File: config.mk
export PLATFORM = sky130hd
export DESIGN_NAME = barrel_launcher
export DESIGN_NICKNAME = d
export VERILOG_FILES = /design/src/rtl/barrel_launcher.sv
export SDC_FILE = /design/constraint.sdc
export NUM_CORES = 1
export LEC_CHECK = 0
export CAP_MARGIN = 20
export CORE_MARGIN = 2
export CORE_UTILIZATION = 35
export CTS_BUF_LIST = sky130_fd_sc_hd__clkbuf_4
export DETAILED_ROUTE_END_ITERATION = 10
export PLACE_DENSITY = 0.58
export SLEW_MARGIN = 20
export SYNTH_ARGS = -nofsm -noshare
export SYNTH_HDL_FRONTEND = slang
export SYNTH_SLANG_ARGS = --single-unit
File: constraint.sdc
create_clock -name clk -period 2.1 [get_ports clk]
set_input_delay 0.315 -clock clk [delete_from_list [all_inputs] [get_ports clk]]
set_output_delay 0.315 -clock clk [all_outputs]
set_load 0.01 [all_outputs]
File: src/rtl/barrel_launcher.sv
// Donkey-side barrel dispatcher: paces throws with a jittered interval and
// fires a one-cycle launch pulse into the lowest free barrel mover.
module barrel_launcher #(
    parameter int          N_BARRELS     = 4,
    parameter logic [23:0] BASE_INTERVAL = 24'd2_000_000,
    parameter int          JITTER_BITS   = 4,
    parameter int          JITTER_SHIFT  = 16,
    parameter logic [23:0] THROW_CYCLES  = 24'd500_000
) (
    input  logic                 clk,
    input  logic                 rst_n,
    input  logic                 enable,
    input  logic [N_BARRELS-1:0] done,
    output logic [N_BARRELS-1:0] barrel,
    output logic [N_BARRELS-1:0] busy,
    output logic                 throw,
    output logic [7:0]           launched_count
);

    typedef enum logic [1:0] {
        ST_IDLE,
        ST_WAIT,
        ST_THROW,
        ST_LAUNCH
    } state_t;

    localparam logic [15:0] JMASK = 16'((32'd1 << JITTER_BITS) - 32'd1);
    localparam logic [N_BARRELS-1:0] ONE = 1;

    state_t      state, state_nx;
    logic [23:0] cnt, cnt_nx;
    logic [2:0]  slot;
    logic [2:0]  free_idx;
    logic        any_free;
    logic        slot_ld;
    logic [15:0] lfsr;
    logic        lfsr_fb;
    logic [23:0] interval;

    assign lfsr_fb  = lfsr[15] ^ lfsr[13] ^ lfsr[12] ^ lfsr[10];
    assign interval = BASE_INTERVAL + (24'(lfsr & JMASK) << JITTER_SHIFT);

    assign throw  = (state == ST_THROW);
    assign barrel = (state == ST_LAUNCH) ? (ONE << slot) : '0;

    // Lowest-index free slot wins.
    always_comb begin
        free_idx = 3'd0;
        any_free = 1'b0;
        for (int i = N_BARRELS - 1; i >= 0; i--) begin
            if (!busy[i]) begin
                free_idx = 3'(i);
                any_free = 1'b1;
            end
        end
    end

    // Counters hold "cycles left minus one" so a zero means this is the last cycle.
    always_comb begin
        state_nx = state;
        cnt_nx   = cnt;
        slot_ld  = 1'b0;
        if (!enable) begin
            state_nx = ST_IDLE;
            cnt_nx   = 24'd0;
        end else begin
            unique case (state)
                ST_IDLE: begin
                    state_nx = ST_WAIT;
                    cnt_nx   = interval - 24'd1;
                end
                ST_WAIT: begin
                    if (cnt != 24'd0) begin
                        cnt_nx = cnt - 24'd1;
                    end else if (any_free) begin
                        state_nx = ST_THROW;
                        cnt_nx   = THROW_CYCLES - 24'd1;
                        slot_ld  = 1'b1;
                    end
                end
                ST_THROW: begin
                    if (cnt != 24'd0) begin
                        cnt_nx = cnt - 24'd1;
                    end else begin
                        state_nx = ST_LAUNCH;
                    end
                end
                ST_LAUNCH: begin
                    state_nx = ST_WAIT;
                    cnt_nx   = interval - 24'd1;
                end
            endcase
        end
    end

    always_ff @(posedge clk or negedge rst_n) begin
        if (!rst_n) begin
            state <= ST_IDLE;
            cnt   <= 24'd0;
            slot  <= 3'd0;
            lfsr  <= 16'hACE1;
        end else begin
            state <= state_nx;
            cnt   <= cnt_nx;
            lfsr  <= {lfsr[14:0], lfsr_fb};
            if (slot_ld) begin
                slot <= free_idx;
            end
        end
    end

    // A pulse already emitted must be accounted for even if enable drops.
    always_ff @(posedge clk or negedge rst_n) begin
        if (!rst_n) begin
            busy           <= '0;
            launched_count <= 8'd0;
        end else begin
            busy <= (busy & ~done) | barrel;
            if (state == ST_LAUNCH) begin
                launched_count <= launched_count + 8'd1;
            end
        end
    end

endmodule

## Word level (Yosys, flattened, before mapping)

Index checks and enable logic that the tools add are counted.

- Logic and storage cells: 53
- Memory bits (read-only): 0
- Input port bits: 7
- Bits in latches: 0
- Memories kept: 0
- RAM bits: 0
- Bits in registers: 57

- Multipliers: 0
- Equal/unequal tests: 8
- Div/mod/pow operators: 0
- Reductions and logical operators: 5
- Bitwise gates (word level): 6
- Magnitude comparators: 0
- Shift-type cells: 1
- Add/subtract/negate cells: 4
- Mux-type cells: 23

Operators by type and width:

| kind | number |
|---|---|
| $mux W24 | 4 |
| $pmux W24 S3 | 1 |
| $reduce_bool A24 Y1 | 1 |
| $sub A24 B1 Y24 const B | 1 |
| $sub A22 B1 Y23 const B | 1 |
| $add A21 B20 Y22 const A | 1 |
| $mux W2 | 7 |
| $ne A3 B3 Y1 const B | 3 |
| $add A8 B1 Y8 const B | 1 |
| $mux W1 | 8 |
| $pmux W2 S3 | 1 |
| $and A4 B4 Y4 | 1 |
| $eq A2 B2 Y1 const B | 2 |
| $mux W4 | 1 |
| $ne A4 B4 Y1 const B | 1 |
| $not A4 Y4 | 1 |
| $or A4 B4 Y4 | 1 |
| $shl A1 B3 Y4 const A | 1 |
| $mux W3 | 1 |
| $ne A3 B2 Y1 const B | 1 |
| $reduce_and A3 Y1 | 1 |
| $xor A1 B1 Y1 | 3 |
| $eq A2 B1 Y1 const B | 1 |
| $logic_not A2 Y1 | 1 |
| other kinds (2) | 2 |

## Longest topological paths before layout

Gate-level depths: netlist of the first run.

- Depth after elaboration: 8
- Depth in mapped cells: 8
- Gate-level depth less buffers: 7

## Least setup slack after synthesis of the first run

No wires, ideal clock.

- Path type: reg-to-reg
- From: reg cnt[1]
- To: reg cnt[1]
- Path slack: 145 ps
- Buffers on the path: 1
- Arrival time: 1,861 ps
- Stages on the path, launching flop included: 9
- Cells stage by stage: dfrtp_1 inv_1 ha_1 nor4b_2 nand3_2 or3_1 buf_6 a21o_1 a221oi_2

- Word-level cells in the longest chain between the ends: 4
- Elaborated cells on any way between the ends: 9
- Classes of those cells: add/sub: 1; eq/ne: 2; mux: 4; reduce/logical: 2

RTL lines:

| element | line | text |
|---|---|---|
| start, declared | 31 | `logic [23:0] cnt, cnt_nx;` |
| start signal, assigned | 104 | `cnt <= cnt_nx;` |
| $sub A24 B1 Y24 or $reduce_bool A24 Y1 (tied branches) | -- |  |
| $mux W24, on equally long branches | 82, 73 |  |
| $pmux W24 S3 | 67 | `unique case (state)` |
| $mux W24 | 63 | `if (!enable) begin` |

Parallel ways exist; a longest one is shown, timed or not. The select of a mux whose other input is x is not followed.
A chain may end at the register's enable or synchronous reset.

## Final worst setup path of the first run

- From: reg cnt[5]
- To: reg cnt[9]

The elaborated chain is that of the path after synthesis.

==> results of run 1 <==
[repair_timing]
| item | in CTS | in global routing |
|---|---|---|
| cloned | 0 | 0 |
| pin swaps | 1 | 1 |
| resized for setup | 6 | 7 |
| setup endpoints to repair | 4 | 23 |
| hold endpoints to repair | 48 | 0 |
| hold buffers | 1 | 0 |
| setup buffers | 1 | 1 |
[per-layer routing]
metal	part of all wire [%]	vias up	wire length [µm]	global-route usage [%]
li1	-	1068	-	-
met1	48	1066	3050	23.2
met2	47	46	2990	24.6
met3	4.9	4	314	2.65
met4	0.59	0	38	2.90
met5	0	-	0	0
[path summary, 6_finish.rpt]
path	startpoint	to	slack, ns	cells after the start
min in group asynchronous	rst_n	lfsr[14]	0.45	3
max in group asynchronous	rst_n	lfsr[6]	1.35	3
worst min-delay path	lfsr[6]	lfsr[7]	0.37	0
worst min register to register	lfsr[6]	lfsr[7]	0.37	0
worst max register to register	cnt[5]	cnt[9]	0.06	8
worst max-delay path	cnt[5]	cnt[9]	0.06	8
[area by class of cell]
type,instances,area [µm²]
fillers,743,4220
inverters,16,60.1
flip-flops and latches,56,1410
multi-input cells,185,1380
clock inverters,1,30.0
repair buffers,60,518
clock buffers,7,52.6
well taps,102,128
[placed cells by master (no fill, tap or decap), types with 3 or more instances in the layout]
cell type        Yosys  layout
nor2b_1              3       3
a21oi_1             15      14
o21ai_0              6       6
xor2_1              10      10
nor2_1              13      13
nor4_4               4       4
dfstp_2              8       8
nor3_1               8       7
clkbuf_4             0       7
clkdlybuf4s50_1      0      19
nand2_1             26      26
mux2i_1              5       5
or3_1                6       5
inv_1               16      16
buf_4                0      35
dfrtp_1             48      46
nand4_1              5       5
o22ai_1              6       6
a211oi_1             4       4
ha_1                 8       7
xnor2_1             14      14
a21o_1               5       5
nor4_1               3       3
o31ai_1              3       3
and4_1               3       3
[cells by family (layout without fill, tap and decap cells)]
| logic type | count (synthesis) | after routing |
|---|---|---|
| AOI/OAI and AO/OA | 54 | 54 |
| buffers and inverters | 21 | 84 |
| xor gates and xnor gates | 24 | 24 |
| DFF | 56 | 56 |
| muxes | 6 | 6 |
| and+or+nand+nor | 93 | 93 |
| adders and majority gates | 8 | 8 |
[report_power, final]
part,total [mW],switching (mW),leakage [nW],internal [mW]
Sequential,1.56,0.261,0.724,1.30
Clock,0.610,0.331,0.0463,0.279
Combinational,2.24,1.18,0.835,1.06
[state kept, by name, summed over array words and instances (netlist names)]
name / flops
lfsr: 16
launched_count: 8
slot: 2
state: 2
busy: 4
cnt: 24
[through the flow]
stage / cell area [µm²] / hold WS (ns) / TNS (ns)
detailed placement: 3430 / 0.338 / 0
global placement: 3430 / 0.335 / 0
global route: 3590 / 0.375 / -0.0383
floorplan: 2840 / 0.0194 / 0
finish: 3590 / 0.367 / 0
CTS: 3550 / 0.367 / 0
==> flow_metrics.tcl, run 1 <==
set metrics [dict create \
    status "finished clean" \
    required_ns 2.36 \
    powerDensity_mw_per_mm2 1230 \
    wl_mm 6.39 \
    pin_count 24 \
    gr-total-overflow 0 \
    post_drt_wl_per_cell_um 15.0 \
    ys_seq_area_share_pct 49.7 \
    setup_viol 0 \
    initial_utilization_pct 36.3 \
    synth_area_leader_cell "dfrtp_1" \
    fin_cells 427 \
    maxCapViolations 0 \
    fin_skew_ns 0.0159 \
    ant_nets 0 \
    place_ws_ns 0.0163 \
    grt_use_total_pct 15.8 \
    cts_max_level 2 \
    maxSlewViolCount 0 \
    synthXorXnorAreaFrac_pct 7.41 \
    synth_top_family_by_area "simple AND/OR/NAND/NOR gates" \
    syn_nets 277 \
    max_slew_margin_pct 66.9 \
    post-route-util_pct 45.9 \
    synthAdderAreaFrac_pct 3.53 \
    async_flop_share_pct 100 \
    clk_latency_ns 0.38 \
    drive_above_1_share_pct 23.4 \
    period_needed_ns 2.04 \
    crit_top_cell "buf_4" \
    grt_pass1_wl_mm 11.1 \
    yosys-top-cells-count "dfrtp_1 (48), nand2_1 (26), inv_1 (16)" \
    worstPathCellList "nor4_4 > buf_4 > nand2b_4 > buf_4 > nor4_4 > buf_4 > a211oi_1 > mux2i_1" \
    drc 0 \
    synthCells 262 \
    antenna_found_initial 0 \
    synth_top_area_share_pct 42.3 \
    critPathTopFamily "simple AND/OR/NAND/NOR gates" \
    final_nets 339 \
    cts_tree "done" \
    drt_iter0_drc 104 \
    min_path_type "reg -> reg" \
    max_slew.worst_pin.slew_ns 0.495 \
    critPathMaxFanout 6 \
    ys_ff_latch 56 \
    synth_top_flop_cell "dfrtp_1" \
    core_area_mm2 0.00781 \
    crit_buf_inv 3 \
    die_area_mm2 0.00884 \
    rsz0062_at_grt "yes" \
    vdd_drop_max_mv 0.555 \
    slowest_delay_ns 0.45 \
    fin_crit_sh_pct 97.0 \
    cts_root_buf "clkbuf_4" \
    vias_per_cell 5.11 \
    cts_sinks 56 \
    antenna_cells 0 \
    place.gp.congestion 0.855 \
    cts.clk_slew.worst_paths_ns 0.14 \
    io_buffers 23 \
    synth.most_common_cell "dfrtp_1" \
    area_growth_pct 26.4 \
    rows 32 \
    endpoint_kind "register" \
    p_leak_nw 1.61 \
    synth-simple-area-share_pct 20.7 \
    synthMuxAreaShare_pct 2.16 \
    vias 2184 \
    grt_pass1_vias 2211 \
    synth_edf_count 0 \
    hold_viol_final 0 \
    yosys.cell_types.count 56 \
    clockBufferDepth 2 \
    fin_ws_ns 0.0621 \
    die_w_um 94.0 \
    yosys_warnings 0 \
    p_total_mw 4.41 \
    worstPathArrival_ns 2.30 \
    placed_cells 416 \
    cp-start-kind "register" \
    syn_area_per_cell_um2 10.8 \
    chipHeight_um 94.0 \
    cp_slowest_cell "dfrtp_1" \
    synth_area_mm2 0.00284 \
    cts_buffers 5 \
    fmax_mhz 491 \
    hpwl_mm 4.62 \
    drt-pass1-iter-count 4 \
    synth_area_leaders "dfrtp_1 (42%), dfstp_2 (7.4%), xnor2_1 (4.3%)" \
    synth-compound-area-share_pct 13.4 \
    crit_type "reg -> reg" \
    grt_max_degree 57 \
]
Power figures use the tool's default switching activity.
==> run 2, diff against run 1 <==
- CELL_PAD_IN_SITES_DETAIL_PLACEMENT: not set -> 0
- CELL_PAD_IN_SITES_GLOBAL_PLACEMENT: not set -> 1
- PLACE_DENSITY: 0.58 -> 0.68
==> run 2 against run 1 <==
Net effect:
- sequential power rose by 3%
- first-iteration DRC count decreased by 13%
- design area rose by 0.21%
- register-to-register slack better by 0.04 ns
- critical endpoint is now cnt[21]
- utilization grew 0.096 points
- worst hold slack improved by 0.0054 ns
- clock-buffer cell count is 2 lower
- sequential cell count unchanged
- clock power decreased by 14%
- clock skew up 0.0041 ns
==> flow_metrics.tcl, run 2 (same netlist as run 1, synthesis figures left out) <==
set metrics [dict create \
    status "finished clean" \
    hpwl_mm 4.93 \
    vias_per_cell 5.09 \
    fin_area_mm2 0.00359 \
    drt_iter0_drc 90 \
    grt_pass1_vias 2222 \
    nFillCells 742 \
    required_ns 2.39 \
    ant_nets 0 \
    powerDensity_mw_per_mm2 1230 \
    period_needed_ns 2.00 \
    vias 2173 \
    cts_tree "done" \
    critPathTopFamily "simple AND/OR/NAND/NOR gates" \
    rr_startpoint "cnt[6]" \
    max_slew_margin_pct 64.8 \
    wl_mm 6.74 \
    die_area_mm2 0.00884 \
    largest_reg_flops 24 \
    area_growth_pct 26.6 \
    worstPathArrival_ns 2.28 \
    grt_use_total_pct 16.8 \
    grt_max_degree 38 \
    drc 0 \
    core_area_mm2 0.00781 \
    crit_buf_inv 2 \
    cts_max_level 2 \
    place_area_mm2 0.00343 \
    max_slew.worst_pin.slew_ns 0.529 \
    final_common_cell "dfrtp_1" \
    setup_viol 0 \
    place.gp.congestion 0.811 \
    cts.clk_slew.worst_paths_ns 0.18 \
    crit_top_cell "buf_4" \
    cts_buffers 5 \
    slowest_delay_ns 0.46 \
    initial_utilization_pct 36.3 \
    maxCapViolations 0 \
    clk_latency_ns 0.40 \
    drt-pass1-iter-count 4 \
    gr-total-overflow 0 \
    antenna_cells 0 \
    fin_skew_ns 0.0200 \
    clockBufferDepth 2 \
    hold_path.startpoint "lfsr[6]" \
    maxSlewViolCount 0 \
    antenna_found_initial 0 \
    drive_above_1_share_pct 24.0 \
    p_leak_nw 1.61 \
    endpoint_kind "register" \
    fmax_mhz 500 \
    crit_start "cnt[6]" \
    io_buffers 23 \
    fin_crit_sh_pct 95.1 \
    final_nets 339 \
    post_drt_wl_per_cell_um 15.8 \
    crit_type "reg -> reg" \
    cp-start-kind "register" \
    top_register "cnt" \
    vdd_drop_max_mv 0.625 \
    min_path_type "reg -> reg" \
    cts_sinks 56 \
    place_ws_ns 0.00646 \
    hold_viol_final 0 \
    cp_slowest_cell "dfrtp_1" \
    rows 32 \
    chipHeight_um 94.0 \
    fin_ws_ns 0.102 \
    layout_common_cells "dfrtp_1 (45), buf_4 (35), nand2_1 (25), clkdlybuf4s50_1 (17), inv_1 (16)" \
    pin_count 24 \
    critPathMaxFanout 4 \
    grt_pass1_wl_mm 11.5 \
    reg.largest.list "cnt: 24 flops, lfsr: 16 flops, launched_count: 8 flops" \
    worstPathCellList "nor4_4 > buf_4 > nand4_1 > buf_4 > nor4_1 > xnor2_1 > o22ai_1" \
    cts_root_buf "clkbuf_4" \
    die_w_um 94.0 \
]
-- run 2: cell types whose count changed in the layout (fill, tap and decap cells not counted), moves of 2 or more --
| cell | previous run | this run |
|---|---|---|
| clkbuf_4 | 7 | 5 |
| clkdlybuf4s50_1 | 19 | 17 |
| clkinvlp_4 | 0 | 2 |
| dlygate4sd2_1 | 2 | 4 |
-- run 2: through the flow --
step	util (%)	cells	total power [mW]	hold slack (ns)	TNS [ns]
2_1_floorplan	-	262	2.88	0.0194	0
6_report	46.0	427	4.41	0.372	0
5_1_grt	46.0	427	4.74	0.377	-0.0122
4_1_cts	45.1	425	4.28	0.374	0
3_5_place_dp	44.0	416	3.74	0.327	0
3_3_place_gp	44.0	416	3.74	0.327	0
-- run 2: worst paths after layout --
path	to	slack [ns]	cells after the start
max in group asynchronous	lfsr[15]	1.06	3
worst max register to register	cnt[21]	0.10	7
min in group asynchronous	cnt[6]	0.40	2
worst max-delay path	cnt[21]	0.10	7
worst min register to register	lfsr[7]	0.37	0
worst min-delay path	lfsr[7]	0.37	0
-- run 2: cell type report --
type	instances	area (µm²)	area share (%)
Inverter	16	60.1	1.67
Multi-Input combinational cell	185	1410	39.3
Tap cell	102	128	3.55
Clock buffer	5	37.5	1.04
Clock inverter	3	26.3	0.731
Sequential cell	56	1420	39.4
Timing Repair Buffer	60	515	14.3
-- run 2: report_power, final --
part | switching (mW) | internal, mW
clock network | 0.387 | 0.139
logic | 1.21 | 1.08
registers | 0.299 | 1.30
-- run 2: what timing repair did --
item,in CTS,in global routing
pin swaps,1,3
hold endpoints to repair,19,0
resized for setup,8,12
endpoints found under the setup margin,7,16
hold buffers,1,0
buffers inserted,0,2
-- run 2: routing by layer --
layer | GRT usage [%] | share of wire (%) | vias up
met3 | 3.69 | 3.4 | 8
met2 | 25.1 | 45 | 39
met4 | 4.23 | 1.2 | 0
li1 | - | - | 1072
met5 | 0 | 0 | -
met1 | 24.6 | 51 | 1054
==> run 3, diff against run 2 <==
- CORE_ASPECT_RATIO: not set -> 1.25
- SETUP_SLACK_MARGIN: not set -> 0.02
==> run 3 against run 2 <==
Net effect:
- utilization down 1.2 points
- maximum frequency rose by 1.2%
- clock-buffer cell count up 1
- worst setup slack better by 0.024 ns
- critical path depth grew 2
- design area down 2.2%
- non-clock buffer count down 6
- first-iteration DRC count is 16% higher
- power decreased by 3.3%
- die area about the same
- sequential cell count unchanged
- routed wire length is 2.5% lower
- largest cell class unchanged
- highest routed layer unchanged
==> flow_metrics.tcl, run 3 (same netlist as run 1, synthesis figures left out) <==
set metrics [dict create \
    maxCapViolations 0 \
    cts_root_buf "clkbuf_4" \
    grt_pass1_wl_mm 11.2 \
    hold_viol_final 0 \
    grt_pass1_vias 2223 \
    rows 36 \
    gr-total-overflow 0 \
    die_area_mm2 0.00885 \
    vias_per_cell 5.17 \
    regArea_mm2 0.00141 \
    rr_startpoint "cnt[1]" \
    area_growth_pct 23.9 \
    post_drt_wl_per_cell_um 15.9 \
    ant_nets 0 \
    internal_power_mw 2.47 \
    hpwl_mm 4.81 \
    drt_iter0_drc 104 \
    power.switching_mw 1.80 \
    rr_endpoint "cnt[7]" \
    worstPathArrival_ns 2.25 \
    reg.largest.list "cnt: 24 flops, lfsr: 16 flops, launched_count: 8 flops" \
    min_path_type "reg -> reg" \
    max_slew_margin_pct 71.3 \
    layout_common_cells "dfrtp_1 (47), buf_4 (29), nand2_1 (25), clkdlybuf4s50_1 (17), inv_1 (16)" \
    antenna_cells 0 \
    critPathMaxFanout 5 \
    status "finished clean" \
    vdd_drop_max_mv 0.507 \
    maxSlewViolCount 0 \
    grt_use_total_pct 15.6 \
    cp-start-kind "register" \
    path_depth 9 \
    slowest_delay_ns 0.43 \
    cts.clk_slew.worst_paths_ns 0.17 \
    fin_area_mm2 0.00351 \
    crit_top_cell "buf_4" \
    top_register "cnt" \
    switching_share_pct 42.1 \
    io_buffers 23 \
    worstPathCellList "inv_1 > ha_1 > nor4b_4 > nand3_2 > buf_4 > nor4_4 > buf_4 > a2111o_1 > nand2_1" \
    core_area_mm2 0.00784 \
    period_needed_ns 1.97 \
    endpoint_kind "register" \
    vias 2139 \
    required_ns 2.38 \
    crit_path_end "cnt[7]" \
    cp_slowest_cell "dfrtp_1" \
    p_seq_share_pct 37.2 \
    multi_input_area_mm2 0.00140 \
    chipHeight_um 105 \
    powerDensity_mw_per_mm2 1210 \
    pin_count 24 \
    nFillCells 794 \
    r2r_cells 9 \
    crit_type "reg -> reg" \
    rsz0062_at_grt "yes" \
    crit_buf_inv 3 \
    crit_start "cnt[1]" \
    antenna_found_initial 0 \
    die_w_um 84.5 \
    clock_power_share_pct 11.6 \
    clockBufferDepth 2 \
    place.gp.congestion 0.927 \
    largest_reg_flops 24 \
    initial_utilization_pct 36.2 \
    drt-pass1-iter-count 4 \
    cts_sinks 56 \
    fin_crit_sh_pct 94.0 \
    fin_skew_ns 0.0131 \
    p_leak_nw 1.57 \
    cts_buffers 5 \
    drive_above_1_share_pct 21.9 \
    tns_ns 0 \
    wl_mm 6.57 \
    cts_tree "done" \
    critPathTopFamily "simple AND/OR/NAND/NOR gates" \
    grt_max_degree 57 \
    final_nets 333 \
    max_slew.worst_pin.slew_ns 0.428 \
    final_common_cell "dfrtp_1" \
    ff2ff_setup_slack_ns 0.13 \
    fmax_mhz 507 \
    clk_latency_ns 0.38 \
    combinationalPowerShare_pct 51.1 \
    drc 0 \
    setup_viol 0 \
    cts_max_level 2 \
    place_area_mm2 0.00339 \
]
-- run 3: cell type report --
| class | instances | area share [%] |
|---|---|---|
| clock buffer | 6 | 1.28 |
| clock inverter | 2 | 0.392 |
| inverter | 16 | 1.71 |
| multi-input combinational | 185 | 39.8 |
| sequential | 56 | 40.2 |
| tap | 95 | 3.38 |
| timing repair buffer | 54 | 13.3 |
-- run 3: metal layers --
metal	global-route usage (%)	vias to the layer above	routed length, µm
met5	0	-	0
met3	2.13	10	176
met2	26.0	35	3240
met4	5.44	0	133
li1	-	1056	-
met1	20.8	1038	3020
-- run 3: worst reg2reg max path, cell delays in order, from the launching register on --
cell,delay [ns]
dfrtp_1,0.43
inv_1,0.08
ha_1,0.14
nor4b_4,0.20
nand3_2,0.11
buf_4,0.19
nor4_4,0.35
buf_4,0.20
a2111o_1,0.13
nand2_1,0.05
-- run 3: repair_timing --
item / CTS / global route
hold buffers: 1 / 0
cloned: 0 / 0
pin swaps: 0 / 1
hold endpoints to repair: 48 / 0
setup endpoints to repair: 6 / 6
gates resized for setup: 10 / 6
buffers inserted: 0 / 0
-- run 3: metrics by stage --
stage | util [%] | total power [mW] | hold slack, ns | std cells | setup WS [ns]
CTS | 44.4 | 4.25 | 0.369 | 414 | 0.0689
detailed placement | 43.3 | 3.71 | 0.343 | 405 | 0.0176
global placement | 43.3 | 3.70 | 0.332 | 405 | 0.0861
global route | 44.8 | 4.60 | 0.376 | 414 | 0.0133
floorplan | - | 2.88 | 0.0194 | 262 | 0.145
finish | 44.8 | 4.26 | 0.360 | 414 | 0.126
-- run 3: power by group through the flow --
stage | Sequential [mW] | Combinational (mW) | Clock [mW]
2_1_floorplan | 1.57 | 1.31 | 0
3_3_place_gp | 1.59 | 2.11 | 0
3_5_place_dp | 1.59 | 2.12 | 0
4_1_cts | 1.57 | 2.15 | 0.526
5_1_grt | 1.63 | 2.41 | 0.561
6_report | 1.59 | 2.18 | 0.496
-- run 3: worst min path at each step --
| stage | depth (start not counted) | startpoint | to |
|---|---|---|---|
| global route | 0 | lfsr[6] | lfsr[7] |
| finish | 0 | lfsr[4] | lfsr[5] |
| floorplan | 0 | rst_n | busy[0] |
| CTS | 0 | lfsr[6] | lfsr[7] |
| detailed placement | 2 | rst_n | lfsr[14] |
| global placement | 0 | lfsr[8] | lfsr[9] |
